==> src/rtl/rf_march_bist.sv <==
// rf_march_bist: on-chip March C- BIST for the 2W/3R register file.
// Owns RF write/read port A and masks write port B while a test runs.
module rf_march_bist #(
   parameter int                    ADDR_WIDTH = 5,
   parameter int                    DATA_WIDTH = 32,
   parameter int                    ADDR_LO    = 1,
   parameter int                    ADDR_HI    = 31,
   parameter logic [DATA_WIDTH-1:0] BG_PATTERN = '0,
   parameter int                    FCNT_WIDTH = 8
) (
   input  logic                  clk,
   input  logic                  rst_n,
   input  logic                  start_i,
   output logic                  busy_o,
   output logic                  done_o,
   output logic                  fail_o,
   output logic [ADDR_WIDTH-1:0] fail_addr_o,
   output logic [2:0]            fail_elem_o,
   output logic [FCNT_WIDTH-1:0] fail_cnt_o,
   input  logic [ADDR_WIDTH-1:0] func_raddr_a_i,
   input  logic [ADDR_WIDTH-1:0] func_waddr_a_i,
   input  logic [DATA_WIDTH-1:0] func_wdata_a_i,
   input  logic                  func_we_a_i,
   input  logic                  func_we_b_i,
   output logic [ADDR_WIDTH-1:0] rf_raddr_a_o,
   input  logic [DATA_WIDTH-1:0] rf_rdata_a_i,
   output logic [ADDR_WIDTH-1:0] rf_waddr_a_o,
   output logic [DATA_WIDTH-1:0] rf_wdata_a_o,
   output logic                  rf_we_a_o,
   output logic                  rf_we_b_o
);
   typedef enum logic [1:0] {IDLE, RUN, DONE} state_t;
   localparam logic [ADDR_WIDTH-1:0] LO = ADDR_WIDTH'(ADDR_LO);
   localparam logic [ADDR_WIDTH-1:0] HI = ADDR_WIDTH'(ADDR_HI);

   state_t                  state_q, state_d;
   logic [2:0]              elem_q, elem_d;
   logic [ADDR_WIDTH-1:0]   addr_q, addr_d;
   logic                    wr_ph_q, wr_ph_d;
   logic                    fail_q, fail_d;
   logic [ADDR_WIDTH-1:0]   fail_addr_q, fail_addr_d;
   logic [2:0]              fail_elem_q, fail_elem_d;
   logic [FCNT_WIDTH-1:0]   fail_cnt_q, fail_cnt_d;
   logic                    down, two_op, is_rd, last_addr, mis;
   logic [DATA_WIDTH-1:0]   exp_rd, wpat;

   // e1..e4 are read-then-write pairs at one address; e0 is write-only, e5 read-only
   always_comb begin
      down        = elem_q == 3'd3 || elem_q == 3'd4;
      two_op      = elem_q != 3'd0 && elem_q != 3'd5;
      is_rd       = elem_q != 3'd0 && !wr_ph_q;
      last_addr   = addr_q == (down ? LO : HI);
      exp_rd      = (elem_q == 3'd2 || elem_q == 3'd4) ? ~BG_PATTERN : BG_PATTERN;
      wpat        = (elem_q == 3'd1 || elem_q == 3'd3) ? ~BG_PATTERN : BG_PATTERN;
      mis         = state_q == RUN && is_rd && rf_rdata_a_i != exp_rd;
      state_d     = state_q;
      elem_d      = elem_q;
      addr_d      = addr_q;
      wr_ph_d     = wr_ph_q;
      fail_d      = fail_q;
      fail_addr_d = fail_addr_q;
      fail_elem_d = fail_elem_q;
      fail_cnt_d  = fail_cnt_q;
      case (state_q)
         IDLE: if (start_i) begin
            state_d     = RUN;
            elem_d      = 3'd0;
            addr_d      = LO;
            wr_ph_d     = 1'b0;
            fail_d      = 1'b0;
            fail_addr_d = '0;
            fail_elem_d = '0;
            fail_cnt_d  = '0;
         end
         RUN: begin
            if (two_op && !wr_ph_q) wr_ph_d = 1'b1;
            else begin
               wr_ph_d = 1'b0;
               if (!last_addr) addr_d = down ? addr_q - 1'b1 : addr_q + 1'b1;
               else if (elem_q == 3'd5) state_d = DONE;
               else begin
                  elem_d = elem_q + 3'd1;
                  addr_d = (elem_q == 3'd2 || elem_q == 3'd3) ? HI : LO;
               end
            end
            if (mis) begin
               fail_cnt_d = &fail_cnt_q ? fail_cnt_q : fail_cnt_q + 1'b1;
               if (!fail_q) begin
                  fail_d      = 1'b1;
                  fail_addr_d = addr_q;
                  fail_elem_d = elem_q;
               end
            end
         end
         default: state_d = IDLE;
      endcase
   end

   always_ff @(posedge clk or negedge rst_n) begin
      if (!rst_n) begin
         state_q     <= IDLE;
         elem_q      <= '0;
         addr_q      <= LO;
         wr_ph_q     <= 1'b0;
         fail_q      <= 1'b0;
         fail_addr_q <= '0;
         fail_elem_q <= '0;
         fail_cnt_q  <= '0;
      end else begin
         state_q     <= state_d;
         elem_q      <= elem_d;
         addr_q      <= addr_d;
         wr_ph_q     <= wr_ph_d;
         fail_q      <= fail_d;
         fail_addr_q <= fail_addr_d;
         fail_elem_q <= fail_elem_d;
         fail_cnt_q  <= fail_cnt_d;
      end
   end

   assign busy_o       = state_q == RUN;
   assign done_o       = state_q == DONE;
   assign fail_o       = fail_q;
   assign fail_addr_o  = fail_addr_q;
   assign fail_elem_o  = fail_elem_q;
   assign fail_cnt_o   = fail_cnt_q;
   assign rf_raddr_a_o = busy_o ? addr_q : func_raddr_a_i;
   assign rf_waddr_a_o = busy_o ? addr_q : func_waddr_a_i;
   assign rf_wdata_a_o = busy_o ? wpat : func_wdata_a_i;
   assign rf_we_a_o    = busy_o ? !is_rd : func_we_a_i;
   assign rf_we_b_o    = busy_o ? 1'b0 : func_we_b_i;
endmodule

==> config.mk <==
export PLATFORM = sky130hd
export DESIGN_NAME = rf_march_bist
export DESIGN_NICKNAME = d
export VERILOG_FILES = /design/src/rtl/rf_march_bist.sv
export SDC_FILE = /design/constraint.sdc
export NUM_CORES = 1
export LEC_CHECK = 0
export BUFFER_PORTS_ARGS = -buffer_cell sky130_fd_sc_hd__buf_2
export CAP_MARGIN = 20
export CORE_MARGIN = 8
export CORE_UTILIZATION = 46
export CTS_CLUSTER_DIAMETER = 50
export DETAILED_ROUTE_END_ITERATION = 16
export PLACE_DENSITY = 0.87
export SLEW_MARGIN = 0
export SYNTH_ARGS = -nofsm -noshare
export SYNTH_HDL_FRONTEND = slang
export SYNTH_SLANG_ARGS = --single-unit
==> constraint.sdc <==
create_clock -name clk -period 8.7 [get_ports clk]
set_clock_uncertainty 0.1 [all_clocks]
set_input_delay 0 -clock clk [delete_from_list [all_inputs] [get_ports clk]]
set_output_delay 0 -clock clk [all_outputs]
set_load 0.01 [all_outputs]
* Word level (Yosys, flattened, before mapping)
Cells that the tools add are included.
** Storage, ports and cells
- Bits in latches :: 0
- Input port bits :: 79
- Flip-flop bits (word level) :: 28
- Memories kept :: 0
- Word-level logic and storage cells :: 94
- Memory bits (read-only) :: 0
- Bits in writable memories :: 0
- Output and inout bits :: 63
** Cells by class
- Add/sub/neg operators :: 4
- $lt $le $gt $ge :: 0
- Multiplexer cells :: 41
- Reduce and logical (&&, ||, !) cells :: 22
- Bitwise logic cells :: 0
- Divide/modulo/power cells :: 0
- Equality and inequality tests :: 19
- Multiply operators :: 0
- Shifts and indexed selects :: 0
** Operator list (count)
- $mux W32 :: 3
- $mux W5 :: 12
- $ne A32 B32 Y1 :: 1
- $mux W8 :: 3
- $pmux W5 S2 :: 2
- $mux W3 :: 6
- $pmux W8 S2 :: 1
- $reduce_and A4 Y1 :: 4
- $pmux W3 S2 :: 2
- $ne A2 B2 Y1 const B :: 5
- $add A8 B1 Y8 const B :: 1
- $mux W2 :: 4
- $reduce_and A8 Y1 :: 1
- $eq A3 B2 Y1 const B :: 2
- $eq A3 B3 Y1 const B :: 2
- $ne A2 B1 Y1 const B :: 3
- $ne A3 B3 Y1 const B :: 2
- $add A5 B1 Y5 const B :: 1
- $eq A5 B5 Y1 :: 1
- $logic_and A1 B1 Y1 :: 5
- $mux W1 :: 5
- $reduce_and A5 Y1 :: 1
- $sub A5 B1 Y5 const B :: 1
- $logic_or A1 B1 Y1 :: 4
- 12 further kinds :: 14

* Logic depth before layout (Yosys ltp)
- Depth in word-level cells :: 7
- Mapped depth :: 11
- Gate-level depth less buffers :: 11

* Least setup slack after synthesis
No wires, ideal clock.
- Path kind :: reg2reg
- Start point :: register elem_q[0]
- End point :: register elem_q[0]
- Period minus slack after synthesis :: 2.791 ns
- Arrival time :: 2.567 ns
- Setup time :: 0.125 ns
- Stages on the path, launching flop included :: 12
- Data required time :: 8.475 ns
- Buffers on the path :: 0
- Slack :: 5.909 ns
- Cells stage by stage :: dfrtp_1 inv_1 ha_1 mux2i_1 inv_1 ha_1 ha_1 and3_1 and2_4 o21ai_0 a21oi_1 mux2_2
** Between the ends
- Word-level cells in the longest chain between the ends :: 6
- Elaborated cells between the ends (all ways) :: 19
- Those cells by class :: add/sub (1); eq/ne (8); mux (5); reduce/logical (5)
** RTL lines
- start, declared :: line 37 : logic [2:0] elem_q, elem_d;
- start signal, assigned :: line 111 : elem_q <= elem_d;
- $eq A3 B2 Y1 or $eq A3 B3 Y1 (tied branches) :: line 49 : down = elem_q == 3'd3 || elem_q == 3'd4;
- $logic_or A1 B1 Y1 :: line 49
- $mux W5 :: line 52 : last_addr = addr_q == (down ? LO : HI);
- $eq A5 B5 Y1 :: line 52
- $ne A2 B1 Y1 (no line)
- $reduce_and A5 Y1 (no line)
Several ways; a longest one is shown, not always the timed one. The select of a mux whose other input is x is not followed.
A chain may end at the register's enable or synchronous reset.

* Worst setup path in the final report
Same ends and word-level chain as after synthesis.

==> results.tsv <==
metric	value	unit
grt-ovfl-total	0	
rows	25	
final.setup.tns	0	ns
drt-initial-drc-count	91	
wl_per_cell	14.6	um
place_inst	473	
core_area	0.00463	sq mm
timing.slew.headroom	0.429	
ir_drop	156	uV
fp.dieW	84.7	um
synth.net_count	381	
status	finished clean	
worst_setup_path_start_kind	register	
syn_inst	291	
syn_avg_cell_area	7.45	sq um
die_area	0.00717	sq mm
rsz0062_at_grt	no	
drive_gt1_frac	0.388	
finalCriticalPeriod	3.16	ns
hold_viol	0	
crit_arrival	3.23	ns
initial_core_util	0.468	
diodes	0	
multiInputGateArea	0.00138	sq mm
drt_wl_total	7000	um
worstSkewPairLatency	0.28	ns
drc	0	
path_class	reg2reg	
vias	2584	
cap_viol_max_count	0	
grt_max_degree	52	
fmax	316	MHz
fillCellCount	411	
min_path_type	in2reg	
cts-root-buf	clkbuf_8	
htreeDepth	1	
nets	516	
power_density	313	mW/mm^2
portBuffers	141	
synth_edf_count	0	
grt_usage	0.199	
layout.cells.non_filler	479	
regArea	702	sq um
yosys_warnings	0	
clock_path_buffers	2	
slowest_delay	0.45	ns
grt_first_pass_wirelength	12000	um
critPathSlowestCell	dfrtp_1	
dr.pass1.iters	4	
area_growth_syn_to_layout	37.0	%
die_h	84.7	um
numCtsBuffers	3	
critPathMaxFanout	6	
cts.sinks	28	
setup_viol	0	
globalplace.congestion	0.929	
worstPathRequired	8.77	ns
cp_top_family	adder cells	
leakage	1.70	nW
utilization	0.642	
dp_hpwl	5790	um
cts.clk_slew.worst_paths	0.10	ns
final.period_utilization	0.363	
vias_per_cell	5.39	
path_common_cell	ha_1	
syn-cell-area	0.00217	sq mm
final_cell_mix	141 x buf_2, 112 x nand2_1, 27 x dfrtp_1, 11 x nor2_1, 11 x nand4_1	
synthFlopType	dfrtp_1	
synthArstFlopShare	1.00	
crit_chain	inv_1 -> ha_1 -> mux2i_1 -> inv_1 -> ha_1 -> ha_1 -> and3_1 -> and2_4 -> o21ai_0 -> a21oi_1 -> mux2_2	
worst_slew_pin_slew	0.850	ns
post_cts_buffers	0	
grt_pass1_vias	2747	
antenna_found_initial	0	
final_antenna_net_count	0	
cp-end-kind	register	
final_common_cell	buf_2	
synth.distinct_cells	49	
synth-seq-cells	28	
ios	142	
synth-seq-area-share	0.324	
cts_tree	built	
slew_viol_final	0	
crit_buf_inv	2	
-- per-stage QoR --
stage                     instance area, sq um  power [W]  hold WS [ns]  setup slack [ns]
after detailed placement                  2890   0.000852       -0.0559              5.54
final                                     2970   0.000931        0.0186              5.54
after global placement                    2890   0.000832       -0.0538              5.71
after CTS                                 2960   0.000934       0.00884              5.52
after global routing                      2970    0.00103        0.0708              5.32
after floorplan                           2170   0.000598        -0.396              5.91
-- kinds of logic after synthesis --
| kind of cell | share of synthesized area |
|---|---|
| and+or+nand+nor | 0.366 |
| AOI/OAI and AO/OA | 0.156 |
| DFF | 0.324 |
| buffers and inverters | 0.0421 |
| adders and majority gates | 0.0669 |
| muxes | 0.0335 |
| xor gates and xnor gates | 0.0121 |
-- flip-flops by register name, summed over array words and instances, names as in the netlist --
name         cells
fail_cnt_o       8
addr_q           5
fail_addr_o      5
elem_q           3
fail_elem_o      3
state_q          2
fail_o           1
wr_ph_q          1
-- per-layer routing --
metal	wire length, um	GRT usage	vias up
li1	-	-	1280
met3	789	0.0868	7
met4	74	0.0583	0
met2	3510	0.360	108
met5	0	0	-
met1	2620	0.201	1189
-- worst min-delay path, delay by kind of cell --
family	cells	cell delay [ns]
buf+inv	1	0.10
simple gates	1	0.06
compound gates	2	0.20
-- cell usage after synthesis (3+ instances only) --
| cell type | count | area [sq um] |
|---|---|---|
| a21o_1 | 3 | 22.5 |
| a22o_1 | 3 | 26.3 |
| nand4_1 | 11 | 68.8 |
| o22ai_1 | 4 | 25.0 |
| nand2_1 | 112 | 420 |
| dfrtp_1 | 27 | 676 |
| ha_1 | 10 | 125 |
| clkbuf_1 | 9 | 33.8 |
| and3_1 | 4 | 25.0 |
| inv_1 | 8 | 30.0 |
| nor2_1 | 11 | 41.3 |
| nand2b_1 | 3 | 18.8 |
| a22o_2 | 6 | 60.1 |
| mux2i_1 | 5 | 50.1 |
| nand3_1 | 6 | 30.0 |
| a21oi_1 | 7 | 35.0 |
| nor3_1 | 5 | 25.0 |
| o21ai_0 | 10 | 50.1 |
| buf_1 | 3 | 11.3 |
| nor4_1 | 8 | 50.1 |
-- what timing repair did --
action	4_1_cts	5_1_grt
resized for setup	0	0
hold buffers	1	0
endpoints found under the hold margin	27	0
-- path summary, 6_finish.rpt --
path | startpoint | end | slack [ns] | cells after the start
hold reg to reg | fail_addr_o[0] | fail_addr_o[0] | 0.42 | 1
setup reg to reg | elem_q[0] | elem_q[0] | 5.54 | 11
max in group asynchronous | rst_n | fail_addr_o[1] | 7.93 | 2
setup / recovery | elem_q[0] | elem_q[0] | 5.54 | 11
min in group asynchronous | rst_n | fail_cnt_o[6] | 0.16 | 2
hold / removal | start_i | fail_cnt_o[7] | 0.02 | 4
-- report_power, final --
group	internal [W]	leakage (nW)	switching [W]	total (W)
registers	0.000180	0.342	0.0000544	0.000234
clock network	0.0000405	0.0288	0.0000400	0.0000805
logic	0.000264	1.33	0.000352	0.000616
-- area by class of cell --
| cell class | count | share of cell area |
|---|---|---|
| Sequential cell | 28 | 0.236 |
| Tap cell | 54 | 0.0227 |
| Timing Repair Buffer | 144 | 0.248 |
| Multi-Input combinational cell | 241 | 0.464 |
| Clock buffer | 4 | 0.0185 |
| Inverter | 8 | 0.0101 |
Power figures use the tool's default switching activity.
